===== src/rtl/lcd12864_rx.sv =====
`default_nettype none
// ============================================================================
// Module   : lcd12864_rx
// Brief    : ST7920-style 128x64 LCD bus responder holding a 64-byte DDRAM
//            image with display/cursor state; bus reads with LCD_RX_READ_EN.
// Revision : 1.0 - initial release
// ============================================================================
module lcd12864_rx #(
  parameter int SYNC_STAGES = 2,
  parameter int BUSY_CYCLES = 8
) (
  input  logic       clk,
  input  logic       rst,
  input  logic       lcd_rs,
  input  logic       lcd_rw,
  input  logic       lcd_en,
  input  logic [7:0] lcd_dat_in,
  output logic [7:0] lcd_dat_out,
  output logic       lcd_dat_oe,
  input  logic [5:0] rd_addr,
  output logic [7:0] rd_data,
  output logic [5:0] ac,
  output logic       disp_on,
  output logic       cursor_on,
  output logic       blink_on,
  output logic       busy,
  output logic       wr_strobe,
  output logic       err
);

  localparam int                c_BUSY_W    = $clog2(BUSY_CYCLES + 1);
  localparam logic [c_BUSY_W-1:0] c_BUSY_LOAD = c_BUSY_W'(BUSY_CYCLES);

  typedef enum logic [0:0] {ST_RUN = 1'b0, ST_FILL = 1'b1} state_t;

  state_t        r_state;
  state_t        w_state_n;
  logic [5:0]    r_fill_addr;
  logic [10:0]   r_sync [SYNC_STAGES];
  logic [10:0]   r_prev;
  logic [10:0]   w_s;
  logic          w_fall;
  logic          w_rise;
  logic          r_commit;
  logic          r_c_rs;
  logic          r_c_rw;
  logic [7:0]    r_c_dat;
  logic          r_inc;
  logic          r_re;
  logic [c_BUSY_W-1:0] r_busy_cnt;
  logic          w_wr;
  logic          w_drop;
  logic          w_dwr;
  logic          w_iwr;
  logic          w_drd;
  logic          w_clear;
  logic [5:0]    w_ac_step;
  logic [7:0]    mem [64];

  // Bus sample word: {en, rs, rw, dat}
  always_ff @(posedge clk or posedge rst) begin
    if (rst) begin
      for (int i = 0; i < SYNC_STAGES; i++) r_sync[i] <= '0;
      r_prev <= '0;
    end else begin
      r_sync[0] <= {lcd_en, lcd_rs, lcd_rw, lcd_dat_in};
      for (int i = 1; i < SYNC_STAGES; i++) r_sync[i] <= r_sync[i-1];
      r_prev <= w_s;
    end
  end

  assign w_s    = r_sync[SYNC_STAGES-1];
  assign w_fall = r_prev[10] & ~w_s[10];
  assign w_rise = w_s[10] & ~r_prev[10];

  // RS/RW/data come from the last sample that still had en high.
  always_ff @(posedge clk or posedge rst) begin
    if (rst) begin
      r_commit <= 1'b0;
      r_c_rs   <= 1'b0;
      r_c_rw   <= 1'b0;
      r_c_dat  <= '0;
    end else begin
      r_commit <= w_fall;
      if (w_fall) begin
        r_c_rs  <= r_prev[9];
        r_c_rw  <= r_prev[8];
        r_c_dat <= r_prev[7:0];
      end
    end
  end

  assign busy      = (r_state == ST_FILL) || (r_busy_cnt != '0);
  assign w_wr      = r_commit & ~r_c_rw;
  assign w_drop    = w_wr & busy;
  assign w_dwr     = w_wr & ~busy & r_c_rs;
  assign w_iwr     = w_wr & ~busy & ~r_c_rs;
  assign w_clear   = w_iwr & ~r_re & (r_c_dat == 8'h01);
  assign wr_strobe = w_dwr;
  assign w_ac_step = r_inc ? ac + 6'd1 : ac - 6'd1;

`ifdef LCD_RX_READ_EN
  logic [7:0] r_dout;
  logic [7:0] w_fresh;

  assign w_drd   = r_commit & r_c_rw & r_c_rs;
  assign w_fresh = w_s[9] ? mem[ac] : {busy, 1'b0, ac};

  always_ff @(posedge clk or posedge rst) begin
    if (rst)                   r_dout <= '0;
    else if (w_rise && w_s[8]) r_dout <= w_fresh;
  end

  assign lcd_dat_out = (w_rise && w_s[8]) ? w_fresh : r_dout;
  assign lcd_dat_oe  = (w_s[10] & w_s[8]) | (r_prev[10] & r_prev[8]) | (r_commit & r_c_rw);
`else
  assign w_drd       = 1'b0;
  assign lcd_dat_out = 8'h00;
  assign lcd_dat_oe  = 1'b0;
`endif

  always_ff @(posedge clk or posedge rst) begin
    if (rst) begin
      r_state     <= ST_FILL;
      r_fill_addr <= '0;
    end else begin
      r_state     <= w_state_n;
      r_fill_addr <= (r_state == ST_FILL) ? r_fill_addr + 6'd1 : 6'd0;
    end
  end

  always_comb begin
    w_state_n = r_state;
    case (r_state)
      ST_FILL: if (r_fill_addr == 6'd63) w_state_n = ST_RUN;
      ST_RUN:  if (w_clear)              w_state_n = ST_FILL;
      default: w_state_n = ST_RUN;
    endcase
  end

  always_ff @(posedge clk or posedge rst) begin
    if (rst) begin
      ac         <= '0;
      r_inc      <= 1'b1;
      r_re       <= 1'b0;
      disp_on    <= 1'b0;
      cursor_on  <= 1'b0;
      blink_on   <= 1'b0;
      err        <= 1'b0;
      r_busy_cnt <= '0;
    end else begin
      if (w_drop) err <= 1'b1;
      if (r_busy_cnt != '0) r_busy_cnt <= r_busy_cnt - c_BUSY_W'(1);
      if (w_wr && !busy && !w_clear) r_busy_cnt <= c_BUSY_LOAD;
      if (w_dwr || w_drd) ac <= w_ac_step;
      // Function set wins; extended mode masks the rest of the basic set.
      if (w_iwr) begin
        if (r_c_dat[7:5] == 3'b001) begin
          r_re <= r_c_dat[2];
        end else if (!r_re) begin
          if (r_c_dat[7])                        ac <= {r_c_dat[4:0], 1'b0};
          else if (r_c_dat[7:3] == 5'b00001)     {disp_on, cursor_on, blink_on} <= r_c_dat[2:0];
          else if (r_c_dat[7:2] == 6'b000001)    r_inc <= r_c_dat[1];
          else if (r_c_dat[7:1] == 7'b0000001)   ac <= '0;
          else if (r_c_dat == 8'h01) begin
            ac    <= '0;
            r_inc <= 1'b1;
          end
        end
      end
    end
  end

  always_ff @(posedge clk) begin
    if (r_state == ST_FILL) mem[r_fill_addr] <= 8'h20;
    else if (w_dwr)         mem[ac]          <= r_c_dat;
  end

  always_ff @(posedge clk or posedge rst) begin
    if (rst) rd_data <= '0;
    else     rd_data <= mem[rd_addr];
  end

endmodule
`default_nettype wire


===== config.mk =====
export PLATFORM = sky130hd
export DESIGN_NAME = lcd12864_rx
export DESIGN_NICKNAME = d
export VERILOG_FILES = /design/src/rtl/lcd12864_rx.sv
export SDC_FILE = /design/constraint.sdc
export NUM_CORES = 1
export LEC_CHECK = 0
export CORE_MARGIN = 2
export CORE_UTILIZATION = 39
export DETAILED_ROUTE_END_ITERATION = 10
export PLACE_DENSITY = 0.65
export SYNTH_ARGS = -nofsm -noshare
export SYNTH_HDL_FRONTEND = slang
export SYNTH_SLANG_ARGS = --single-unit

===== constraint.sdc =====
create_clock -name clk -period 3.75 [get_ports clk]
set_input_delay 0.9375 -clock clk [delete_from_list [all_inputs] [get_ports clk]]
set_output_delay 0.9375 -clock clk [all_outputs]
set_load 0.02 [all_outputs]

; Word-level counts from Yosys, hierarchy flattened
; Memory sizes are Yosys's and may differ from the RTL's. A register that Yosys moved wholly into a read port is not among the register bits.
; Index checks and enable logic that the tools add are counted.
[word_totals]
memories = 1
reg_bits = 67
out_inout_bits = 29
mem_bits_rw = 512
elab_cells = 85
input_bits = 19
[classes]
add_sub_neg = 4
n_reduce_logical = 12
bitwise_logic = 17
mux = 27
n_eq_ne = 7
[mem_list]
columns = name, words, word_bits, read_ports, rd_ports_with_merged_regs, wr, line
row1 = mem, 64, 8, 1, 1, 1, 58  ; logic [7:0] mem [64];
[ops]
columns = cell, n
row1 = two-way mux 6 bit, 12
row2 = "adder 6 x 1 -> 6 bit, second input constant", 2
row3 = two-way mux 1 bit, 11
row4 = NOT 1 bit, 9
row5 = bitwise AND 1 bit, 8
row6 = "== test 8 x 1 -> 1 bit, second input constant", 1
row7 = two-way mux 4 bit, 2
row8 = two-way mux 8 bit, 1
row9 = OR reduction 8 bit, 1
row10 = "== test 7 x 1 -> 1 bit, second input constant", 1
row11 = AND reduction 7 bit, 1
row12 = "== test 6 x 1 -> 1 bit, second input constant", 1
row13 = "== test 6 bit, second input constant", 1
row14 = "subtractor 6 x 1 -> 6 bit, second input constant", 1
row15 = "== test 5 x 1 -> 1 bit, second input constant", 1
row16 = AND reduction 5 bit, 1
row17 = nonzero test 2 bit, 2
row18 = nonzero test 4 bit, 1
row19 = "subtractor 4 x 1 -> 4 bit, second input constant", 1
row20 = "== test 3 x 1 -> 1 bit, second input constant", 1
row21 = logical AND 1 bit, 2
row22 = zero test 1 bit, 2
row23 = "!= test 2 bit, second input constant", 1
row24 = one-hot mux 1 bit (2 select lines), 1
row25 = 2 further kinds, 2

; Depth between registers and ports, before layout
[logic_depth]
ltp_word = 14
depth_mapped = 9
ltp_nobuf = 8

; Worst setup path after synthesis
; OpenSTA, ideal clock, no wires.
[synth_path]
path_type = register to register
start = reg r_busy_cnt[0]
end = mem mem[0][6] (data pin)
slack_ps = 134
synth_period_minus_slack_ps = 3616
setup_ps = 499
t_arrival_ps = 3117
path_stages_with_launch = 8
t_required_ps = 3251
path_buffers = 2
cell_sequence = dfrtp_1 -> inv_1 -> ha_1 -> nor4b_1 -> nand3_1 -> buf_2 -> buf_2 -> nor2_1
[synth_between]
elab_chain_len = 10
[synth_lines]
columns = element, line
row1 = from (decl), 50  ; logic [c_BUSY_W-1:0] r_busy_cnt;
row2 = from (signal assigned), 153  ; if (r_busy_cnt != '0) r_busy_cnt <= r_busy_cnt - c_BUSY_W'(1);
row3 = from (signal assigned), 154  ; if (w_wr && !busy && !w_clear) r_busy_cnt <= c_BUSY_LOAD;
row4 = nonzero test 4 bit, 93  ; assign busy = (r_state == ST_FILL) || (r_busy_cnt != '0);
row5 = logical OR 1 bit, 93
row6 = NOT 1 bit, 96  ; assign w_dwr = w_wr & ~busy & r_c_rs;
row7 = bitwise AND 1 bit (2 in a row), 96
row8 = two-way mux 1 bit, 176  ; else if (w_dwr) mem[ac] <= r_c_dat;
row9 = two-way mux 1 bit, 175  ; if (r_state == ST_FILL) mem[r_fill_addr] <= 8'h20;
row10 = two-way mux 1 bit (implied by the code), 176
row11 = OR reduction 8 bit (no line), -
row12 = two-way mux 8 bit (no line), -
row13 = to (decl), 58
; Every way passes these cells.

; Final worst setup path
[layout_path]
start = reg r_busy_cnt[0]
end = out wr_strobe
[layout_between]
elab_chain_len = 5
[layout_lines]
columns = element, line
row1 = nonzero test 4 bit, 93
row2 = logical OR 1 bit, 93
row3 = NOT 1 bit, 96
row4 = bitwise AND 1 bit (2 in a row), 96
row5 = to (decl), 27  ; output logic wr_strobe,
; Every way passes these cells.

==> results.cfg <==
[pwr]
ir_drop_mv = 0.404
swShare_pct = 22.0
seqPwrFrac_pct = 52.3
p_comb_share_pct = 6.8
p_int_mw = 10.9
leakage_nw = 8.53
power.density_nw_per_um2 = 523
p_clk_share_pct = 41.0
p_sw_mw = 3.06

[timing]
post-route-period-util_pct = 92.5
worst_slew_pin_slew_ns = 0.965
rsz0062_at_grt = no
finalMaxSlewViolations = 0
skew_ns = 0.0382
fin_ws_ns = 0.280
hold_viol_final = 0
period_minus_slack_ns = 3.47
worst_hold_slack_ns = 0.334
relSlewSlack_pct = 35.5
max_freq_ghz = 0.288
tns_ns = 0
setup_viol = 0

[synth]
synth_top_cell_by_area = edfxtp_1
synth_seq_area_share_pct = 75.5
ys_types = 56
synth_warnings = 0
ys_seq_elements = 587
async_flop_share_pct = 12.8
syn-instance-count = 1151
yosys_most_used_dff = edfxtp_1
synth.top_cell.area_share_pct = 67.2
synth_area_leaders = edfxtp_1, mux4_2, dfrtp_1
syn-mean-instance-area_sq_um = 19.9
syn_area_sq_um = 22900
synth_edf_count = 512

[clock_network]
cts_tree = done
cts_buffers = 58
holdBufCountCts = 0
cts_buffer_depth = 3
cts_root_buffer = clkbuf_16
clock-sinks = 587
post_cts_buffers = 0
htreeDepth = 2
clkSlewWorstSetupHoldPaths_ns = 0.06
clkLatencyLatePin_ns = 0.63

[detailed_routing]
wl_um = 50300
drc = 0
vias_per_cell = 5.40
drt_pass1_iterations = 5
final_antenna_net_count = 0
vias = 11356
drt-initial-drc-count = 1221
routedWlPerCell_um = 23.9

[die]
die_width_um = 246
ios = 48
core-area_sq_um = 57800
chipHeight_um = 246
floorplan.initialDensity_pct = 39.6
row_count = 88
die_area_sq_um = 60600

[worst_setup_path]
path_class = flip-flop to output port
crit_path_top_delay_cell = dlygate4sd2_1
worstPathMaxFanout = 13
cp_top_family = buffers and inverters
crit_buf_inv = 3
endpoint_kind = output port
worstPathArrival_ns = 2.53
worst_path_largest_cell_delay_ns = 0.44
start_kind = flip-flop
crit_cells = 6
cp.required_ns = 2.81
rr_worst_depth = 8
worstPathCellList = inv_1, ha_1, nor4b_2, nand3_1, inv_2, dlygate4sd2_1

[cells_and_area]
num_antenna_cells = 0
final_common_cell = edfxtp_1
fin_area_sq_um = 26600
drive_above_1_share_pct = 25.3
layout_common_cells = edfxtp_1, mux4_2, nor2_1
fin_util_pct = 46.0
syn2layout_area_growth_pct = 16.3
num-nets-final = 1314

[global_routing]
grt_pass1_wl_um = 75300
grt_start_max_net_pins = 65
antenna_found_initial = 0
grtUsageTotal_pct = 16.9
grt_pass1_vias = 11596
grt_overflow_total = 0

[place]
hpwl_um = 32000
io_buffers = 38
gp_congestion = 0.797
place_ws_ns = 0.247
place_area_sq_um = 24700

[worst_hold_path]
hold-path-cell-count = 0
hp-class = flip-flop to flip-flop

[flow_run]
drv_cap = 0

[status]
run_status = completed
-- stage by stage --
| step | power, mW | std cells |
|---|---|---|
| 2_1_floorplan | 8.00 | 1159 |
| 3_3_place_gp | 8.33 | 1992 |
| 3_5_place_dp | 8.35 | 1992 |
| 4_1_cts | 14.0 | 2102 |
| 5_1_grt | 14.4 | 2102 |
| 6_report | 13.9 | 2102 |
-- kinds of logic (layout without fill, tap and decap cells) --
logic type	after synthesis	after routing	synth area share (%)
mux	185	185	15.3
other cells	1	9	0.0164
buf+inv	67	245	1.55
xor+xnor	7	7	0.268
flops	587	587	75.5
simple gates	204	204	4.25
fa+ha+maj	8	8	0.471
compound gates	92	92	2.72
-- synth_stat cells, drive strengths merged (11+ instances only) --
library cell / count
buf: 36
edfxtp: 512
nand2: 39
mux2i: 35
clkbuf: 20
mux4: 129
a22oi: 11
o21ai: 18
mux2: 21
nor2: 89
nor2b: 15
o22ai: 21
nand3: 13
dfrtp: 73
inv: 11
-- per-layer routing --
| layer | GRT usage, % | routed length (um) | part of all wire, % |
|---|---|---|---|
| met1 | 23.8 | 21500 | 43 |
| met2 | 26.4 | 24000 | 48 |
| met3 | 3.55 | 3500 | 7.0 |
| met4 | 5.60 | 1320 | 2.6 |
| met5 | 0 | 0 | 0 |
-- worst paths after layout --
| path | start | to | slack (ns) |
|---|---|---|---|
| setup / recovery | r_busy_cnt[0]$_DFFE_PP0P_ | wr_strobe | 0.28 |
| min in group asynchronous | rst | cursor_on$_DFFE_PP0P_ | 0.72 |
| setup reg to reg | r_busy_cnt[0]$_DFFE_PP0P_ | mem[35][7]$_DFFE_PP_ | 0.50 |
| max in group asynchronous | rst | r_prev[10]$_DFF_PP0_ | 2.28 |
| hold / removal | w_s[0]$_DFF_PP0_ | r_prev[0]$_DFF_PP0_ | 0.33 |
| hold reg to reg | w_s[0]$_DFF_PP0_ | r_prev[0]$_DFF_PP0_ | 0.33 |
-- sequential cells by signal (all words and copies together) (netlist names), 4 cells and up --
register,flops
ac,6
mem,512
r_busy_cnt,4
w_s,11
rd_data,8
r_prev,11
r_c_dat,8
r_fill_addr,6
r_sync,11
-- final cells by class --
type | count | area, sq um
timing repair buffer | 124 | 1120
tap | 765 | 957
inverter | 11 | 42.5
multi-input combinational | 505 | 5310
fill | 4815 | 31200
sequential | 587 | 17300
clock inverter | 26 | 235
clock buffer | 84 | 1660
-- repair_timing --
item / in CTS / in global routing
resized for setup: 2 / 0
endpoints found under the hold margin: 0 / 0
setup endpoints to repair: 1 / 0
-- power by group through the flow --
stage,logic (mW),clock network (mW),registers [mW]
floorplan,0.605,0,7.39
global placement,0.926,0,7.40
detailed placement,0.942,0,7.40
CTS,0.950,5.81,7.27
global route,1.03,6.05,7.28
finish,0.941,5.70,7.27
No activity file was read; power rests on OpenSTA's default activity.
